### src/rtl/rvsteel_debouncer_pkg.sv
// Shared elaboration helpers for the debouncer: cycle-count derivation and
// counter sizing used by both the top and the per-channel block.
package rvsteel_debouncer_pkg;

  function automatic int unsigned clog2(input int unsigned value);
    int unsigned width;
    int unsigned rest;
    width = 0;
    if (value > 1) begin
      rest = value - 1;
      while (rest > 0) begin
        width = width + 1;
        rest  = rest >> 1;
      end
    end
    return width;
  endfunction

  function automatic int unsigned db_cycles(input int unsigned clock_frequency,
                                            input int unsigned debounce_us);
    int unsigned cycles;
    cycles = clock_frequency / 1000000 * debounce_us;
    return (cycles < 1) ? 1 : cycles;
  endfunction

  function automatic int unsigned lp_cycles(input int unsigned clock_frequency,
                                            input int unsigned long_press_ms);
    return clock_frequency / 1000 * long_press_ms;
  endfunction

  // A counter must hold 0..max_count; a zero-width vector is never legal.
  function automatic int unsigned counter_width(input int unsigned max_count);
    int unsigned width;
    width = clog2(max_count + 1);
    return (width < 1) ? 1 : width;
  endfunction

endpackage

### src/rtl/rvsteel_debouncer_channel.sv
// One debounced input: optional inversion, synchronizer, stability counter,
// edge pulses and a saturating hold counter for the long-press event.
module rvsteel_debouncer_channel
  import rvsteel_debouncer_pkg::*;
#(
  parameter int unsigned DB_CYCLES   = 1,
  parameter int unsigned LP_CYCLES   = 0,
  parameter int unsigned SYNC_STAGES = 2,
  parameter logic        INVERT      = 1'b0
) (
  input  logic clock,
  input  logic reset_n,
  input  logic raw_in,
  output logic level_out,
  output logic press_pulse,
  output logic release_pulse,
  output logic long_press_pulse
);

  localparam int unsigned DB_W = counter_width(DB_CYCLES);
  localparam int unsigned LP_W = counter_width(LP_CYCLES);
  localparam logic [DB_W-1:0] DB_LAST = DB_W'(DB_CYCLES - 1);
  localparam logic [LP_W-1:0] LP_MAX  = LP_W'(LP_CYCLES);
  localparam logic [LP_W-1:0] LP_LAST = LP_W'((LP_CYCLES == 0) ? 0 : LP_CYCLES - 1);
  localparam logic            LP_ENABLE = (LP_CYCLES != 0);

  logic [SYNC_STAGES-1:0] sync_q, sync_d;
  logic [DB_W-1:0]        db_cnt_q, db_cnt_d;
  logic [LP_W-1:0]        hold_q, hold_d;
  logic                   level_q, level_d;
  logic                   press_q, press_d;
  logic                   release_q, release_d;
  logic                   long_q, long_d;
  logic                   synced;

  always_comb begin
    sync_d   = {sync_q[SYNC_STAGES-2:0], raw_in ^ INVERT};
    synced   = sync_q[SYNC_STAGES-1];
    level_d  = level_q;
    db_cnt_d = '0;
    if (synced != level_q) begin
      if (db_cnt_q == DB_LAST) begin
        level_d = synced;
      end else begin
        db_cnt_d = db_cnt_q + 1'b1;
      end
    end

    // Counting starts the cycle after the level rises, so the hold count
    // equals the number of cycles the new level has been visible.
    hold_d = '0;
    if (level_d) begin
      hold_d = hold_q;
      if (level_q && (hold_q != LP_MAX)) begin
        hold_d = hold_q + 1'b1;
      end
    end

    press_d   = level_d & ~level_q;
    release_d = ~level_d & level_q;
    long_d    = LP_ENABLE & level_q & level_d & (hold_q == LP_LAST);
  end

  always_ff @(posedge clock or negedge reset_n) begin
    if (!reset_n) begin
      sync_q    <= '0;
      db_cnt_q  <= '0;
      hold_q    <= '0;
      level_q   <= 1'b0;
      press_q   <= 1'b0;
      release_q <= 1'b0;
      long_q    <= 1'b0;
    end else begin
      sync_q    <= sync_d;
      db_cnt_q  <= db_cnt_d;
      hold_q    <= hold_d;
      level_q   <= level_d;
      press_q   <= press_d;
      release_q <= release_d;
      long_q    <= long_d;
    end
  end

  assign level_out        = level_q;
  assign press_pulse      = press_q;
  assign release_pulse    = release_q;
  assign long_press_pulse = long_q;

endmodule

### src/rtl/rvsteel_debouncer.sv
// Multi-channel button debouncer: derives cycle counts from the clock and
// timing parameters, then replicates one independent channel per input.
module rvsteel_debouncer
  import rvsteel_debouncer_pkg::*;
#(
  parameter int unsigned          CHANNELS        = 2,
  parameter int unsigned          CLOCK_FREQUENCY = 12000000,
  parameter int unsigned          DEBOUNCE_US     = 10000,
  parameter int unsigned          SYNC_STAGES     = 2,
  parameter logic [CHANNELS-1:0]  ACTIVE_LOW      = {CHANNELS{1'b0}},
  parameter int unsigned          LONG_PRESS_MS   = 1000
) (
  input  logic                clock,
  input  logic                reset_n,
  input  logic [CHANNELS-1:0] raw_in,
  output logic [CHANNELS-1:0] level_out,
  output logic [CHANNELS-1:0] press_pulse,
  output logic [CHANNELS-1:0] release_pulse,
  output logic [CHANNELS-1:0] long_press_pulse
);

  localparam int unsigned DB_CYCLES = db_cycles(CLOCK_FREQUENCY, DEBOUNCE_US);
  localparam int unsigned LP_CYCLES = lp_cycles(CLOCK_FREQUENCY, LONG_PRESS_MS);

  for (genvar i = 0; i < CHANNELS; i++) begin : g_ch
    rvsteel_debouncer_channel #(
      .DB_CYCLES  (DB_CYCLES),
      .LP_CYCLES  (LP_CYCLES),
      .SYNC_STAGES(SYNC_STAGES),
      .INVERT     (ACTIVE_LOW[i])
    ) u_channel (
      .clock           (clock),
      .reset_n         (reset_n),
      .raw_in          (raw_in[i]),
      .level_out       (level_out[i]),
      .press_pulse     (press_pulse[i]),
      .release_pulse   (release_pulse[i]),
      .long_press_pulse(long_press_pulse[i])
    );
  end

endmodule

### config.mk
export PLATFORM = sky130hd
export DESIGN_NAME = rvsteel_debouncer
export DESIGN_NICKNAME = d
export VERILOG_FILES = /design/src/rtl/rvsteel_debouncer_pkg.sv /design/src/rtl/rvsteel_debouncer_channel.sv /design/src/rtl/rvsteel_debouncer.sv
export SDC_FILE = /design/constraint.sdc
export NUM_CORES = 1
export LEC_CHECK = 0
export ABC_AREA = 1
export CAP_MARGIN = 15
export CORE_ASPECT_RATIO = 1.4
export CORE_MARGIN = 2
export CORE_UTILIZATION = 60
export DETAILED_ROUTE_END_ITERATION = 8
export HOLD_SLACK_MARGIN = 0.06
export PLACE_DENSITY_LB_ADDON = 0.3
export SYNTH_ARGS = -nofsm -noshare
export SYNTH_HDL_FRONTEND = slang
export SYNTH_SLANG_ARGS = --single-unit
export TNS_END_PERCENT = 50
### constraint.sdc
create_clock -name clock -period 2.7 [get_ports clock]
set_input_delay 0.405 -clock clock [delete_from_list [all_inputs] [get_ports clock]]
set_output_delay 0.405 -clock clock [all_outputs]
set_load 0.05 [all_outputs]
Word-level counts from Yosys, hierarchy flattened. Index checks and enable logic that the tools add are counted.

Flip-flop bits (word level): 94. Input bits: 4. Logic and storage cells: 54.

Add/subtract/negate cells: 4. Equal/unequal tests: 10. Muxes and demuxes: 12. Bitwise operators: 12. Reduce and logical (&&, ||, !) cells: 2.

Operator list (count): two-way mux 24 bit (4); two-way mux 17 bit (4); adder 24 x 1 -> 24 bit (second input constant) (2); == test 24 bit (second input constant) (2); != test 24 bit (second input constant) (2); adder 17 x 1 -> 17 bit (second input constant) (2); == test 17 bit (second input constant) (2); AND 1 bit (8); two-way mux 1 bit (4); != test 2 bit (second input constant) (2); inverter 1 bit (4); logical AND 1 bit (2); != test 1 bit (2).

Logic depth before layout (Yosys ltp).
Word-level depth: 5. Mapped depth: 12. Depth with buffers taken out: 10.

Hierarchy. From an unflattened synthesis, not the netlist that was laid out.

Cells, all modules: 808. Area total of the unflattened synthesis: 5630.4 um^2.

Modules (own cells, without submodules): rvsteel_debouncer_channel (times used 2, cells an instance 404, area an instance 2815.2 um^2).

Least setup slack after synthesis. Ideal clock, no wire load.

Path kind: register -> register. From: register g_ch[0].u_channel.db_cnt_q[0]. To: register g_ch[0].u_channel.hold_q[11]. Setup time: 0.065 ns. Data arrival time: 1.520 ns. Required time: 2.635 ns. Slack: 1.115 ns. Stages on the path, launching flop included: 12. Cell sequence: dfrtp_1 > ha_1 > nand2_1 > nor2_1 > nand3_1 > nand2_1 > nand2_2 > buf_4 > buf_6 > nor2_1 > nand2_1 > nand2_1.

Longest elaborated chain between the ends: 4. Elaborated cells between the ends (all ways): 5. Classes of those cells: eq/ne (2); mux (3).

RTL lines: start, declared (line rvsteel_debouncer_channel.sv:28) `logic [DB_W-1:0] db_cnt_q, db_cnt_d;`; start signal, assigned (line rvsteel_debouncer_channel.sv:75) `db_cnt_q <= db_cnt_d;`; == test 17 bit * (line rvsteel_debouncer_channel.sv:42) `if (db_cnt_q == DB_LAST) begin`; two-way mux 1 bit * (line rvsteel_debouncer_channel.sv:42); two-way mux 1 bit * (line rvsteel_debouncer_channel.sv:41) `if (synced != level_q) begin`; != test 2 bit (no line) or two-way mux 24 bit (tied branches); end signal, assigned (line rvsteel_debouncer_channel.sv:76) `hold_q <= hold_d;`; end, declared (line rvsteel_debouncer_channel.sv:29) `logic [LP_W-1:0] hold_q, hold_d;`.

Mark *: on every way between the ends. The rest lies on a longest branch, timed or not. A chain may end at the register's enable or synchronous reset.

Worst setup path after layout.
From: register g_ch[0].u_channel.level_q. To: output port level_out[0].

RTL lines: start, declared (line rvsteel_debouncer_channel.sv:30) `logic level_q, level_d;`; start signal, assigned (line rvsteel_debouncer_channel.sv:77) `level_q <= level_d;`; end, declared (line rvsteel_debouncer.sv:16) `output logic [CHANNELS-1:0] level_out,`.

No word-level cell between the ends.

==> flow_summary.yaml <==
clock_network:
  cts.repair.resized: 0
  postCtsHoldBufs: 0
  insertion_delay_ns: 0.35
  numCtsBuffers: 9
  cts_tree: "done"
  h-tree-depth: 3
  clockBufferDepth: 2
  cts.sinks: 94
  path_clk_slew_ns: 0.07
  cts_root_buf: "clkbuf_16"
  postCtsSetupBuffers: 0
synthesis:
  synth_cell_types: 32
  synth_edf_count: 0
  ys_ff_latch: 94
  ys_async_sr_fraction_pct: 100.0
  synthCells: 834
  synth_top_area_share_pct: 40.95
  synth_area_leader_cell: "dfrtp_1"
  syn_avg_cell_area_um2: 6.888
  ys_seq_area_share_pct: 40.95
  yosys_warnings: 0
  synth.area.top_cells: "dfrtp_1, nand2_1, nor2_1"
  synthFlopType: "dfrtp_1"
  syn-cell-area_um2: 5744
  synth_fp_nets: 844
pwr:
  pwr-share-seq_pct: 51.1
  power_density_nw_per_um2: 452.2
  intPower_mw: 2.182
  combPwrFrac_pct: 2.2
  totalPowerFinal_mw: 2.787
  p_sw_share_pct: 21.72
  vdd_drop_max_uv: 313.8
  switching_power_uw: 605.3
  pwr-share-clk_pct: 46.7
  leakagePower_nw: 2.823
detailed_routing:
  first_pass_iters: 5
  drt_iter0_drc: 267
  vias: 5186
  viasPerCell: 5.453
  drc: 0
  routed_wl_um: 12690
  postRouteAntennaNets: 0
  drt-wirelength-per-cell_um: 13.34
setup_path:
  critPathRequiredTime_ns: 2.30
  endpoint_kind: "primary output"
  critical-path-top-delay-family: "buffers and inverters"
  critPathLaunchType: "flip-flop"
  worst_path_max_delay_cell: "clkdlybuf4s50_1"
  cpPeakStageDelay_ns: 0.90
  criticalPathCategory: "flip-flop to primary output"
  worst-r2r-setup-slack_ns: 0.59
  reg2reg_depth: 9
  crit_buf_inv: 1
  worstPathArrival_ns: 1.87
  cp_cell_sequence: "clkdlybuf4s50_1"
  r2r_start: "g_ch[0].u_channel.db_cnt_q[0]"
  critical_path.startpoint: "g_ch[0].u_channel.level_out"
  reg2reg_to: "g_ch[0].u_channel.hold_q[0]"
  crit_fanout: 13
place:
  dpl-instance-area_um2: 5862
  preCtsSetupSlack_ns: 0.6217
  finalWeightedCongestion: 0.9434
  io_buffers: 11
  post-dp-hpwl_um: 9172
sta:
  setup_viol: 0
  slew_violations: 0
  relSlewSlack_pct: 59.40
  finalCritPeriodShare_pct: 84.44
  fin_worst_skew_ns: 0.006586
  tns_ns: 0
  rsz0062_at_grt: "no"
  final_hold_viol_count: 0
  worstMarginPinSlew_ns: 0.6073
  fin_crit_ns: 2.280
  fmax_ghz: 0.4386
  setup_ws_ns: 0.4203
layout:
  syn_to_final_growth_pct: 7.297
  n_antenna_cell: 0
  fin_nets: 846
  stdcell_area_um2: 6163
  drive_gt1_share_pct: 4.637
die:
  io_pins: 12
  die_w_um: 86.70
  initial_core_util_pct: 61.07
  dieArea_um2: 10380
  row_count: 42
  die_y_um: 119.8
  core-area_um2: 9407
run:
  max_cap_viol_count: 0
global_routing:
  gr-usage-all-layers_pct: 26.81
  grt_first_pass_wirelength_um: 22360
  grt_pass1_vias: 4992
  grt_max_degree: 51
  grt_antenna_before_repair: 0
  overflow: 0
hold_path:
  hp-class: "input pin to async pin"
run_status:
  status: "finished clean"
[through the flow]
stage / utilization (%) / cells / hold slack (ns)
after floorplan: - / 834 / 0.1094
after global placement: 62.32 / 935 / 0.3329
after detailed placement: 62.32 / 935 / 0.3358
after CTS: 65.52 / 951 / 0.07868
after global routing: 65.52 / 951 / 0.1095
final: 65.52 / 951 / 0.04080
[layout make-up]
type / count / area, µm²
inverters: 94 / 357.8
clock buffers: 12 / 246.5
fillers: 838 / 3243
well taps: 110 / 137.6
clock inverters: 4 / 55.05
flip-flops and latches: 94 / 2352
multi-input cells: 625 / 2887
repair buffers: 12 / 127.6
[cell families after synthesis]
family                     count (synthesis)  share of synthesized area (%)
buffers and inverters                    115                          8.800
DFF                                       94                          40.95
and+or+nand+nor                          558                          41.19
AOI/OAI and AO/OA                         28                          2.723
adders and majority gates                  6                          1.307
xor gates and xnor gates                  33                          5.032
[metal layers]
layer	vias to the layer above	track usage [%]	share of wire, %
met2	146	46.73	52
li1	2599	-	-
met5	-	0	0
met4	0	12.70	2.9
met1	2414	32.20	41
met3	27	3.508	3.9
[cell usage in the layout (no fill, tap or decap), types with 5 or more instances in the layout]
cell / n
nand3_1: 62
nand4_1: 20
nand2_1: 266
dfrtp_1: 94
nor2_1: 165
nor3_1: 24
ha_1: 6
clkdlybuf4s50_1: 10
clkbuf_16: 9
o21ai_0: 5
a21oi_1: 15
inv_1: 87
xor2_1: 31
inv_2: 5
nor2_2: 5
[power by group through the flow]
stage / registers [mW] / clock network [mW] / logic, mW
5_1_grt: 1.43 / 1.38 / 0.0738
3_5_place_dp: 1.45 / 0 / 0.0634
4_1_cts: 1.42 / 1.31 / 0.0637
2_1_floorplan: 1.45 / 0 / 0.0223
6_report: 1.42 / 1.30 / 0.0609
3_3_place_gp: 1.45 / 0 / 0.0610
[synthesized netlist by cell type, types with 5 or more instances]
library cell	instances
xor2_1	31
inv_2	5
nor2_1	165
ha_1	6
nor3_1	24
o21ai_0	5
dfrtp_1	94
nand3_1	62
inv_1	87
nor2_2	5
buf_4	10
buf_2	7
a21oi_1	15
nand4_1	20
nand2_1	266
[registers in the layout, summed over array words and instances, names as in the netlist]
register,flops
g_ch.u_channel.sync_q,4
g_ch.u_channel.long_press_pulse,2
g_ch.u_channel.press_pulse,2
g_ch.u_channel.level_out,2
g_ch.u_channel.release_pulse,2
g_ch.u_channel.hold_q,48
g_ch.u_channel.db_cnt_q,34
[how the worst max path moves through the flow]
| stage | slack (ns) | cells past startpoint | end |
|---|---|---|---|
| finish | 0.42 | 1 | level_out[0] |
| global route | 0.38 | 1 | level_out[0] |
| CTS | 0.43 | 1 | level_out[0] |
| detailed placement | 0.62 | 9 | g_ch[0].u_channel.hold_q[0] |
| global placement | 0.71 | 8 | g_ch[0].u_channel.hold_q[2] |
| floorplan | 1.12 | 11 | g_ch[0].u_channel.hold_q[11] |
Note: power is estimated with default switching activity, not from simulation.
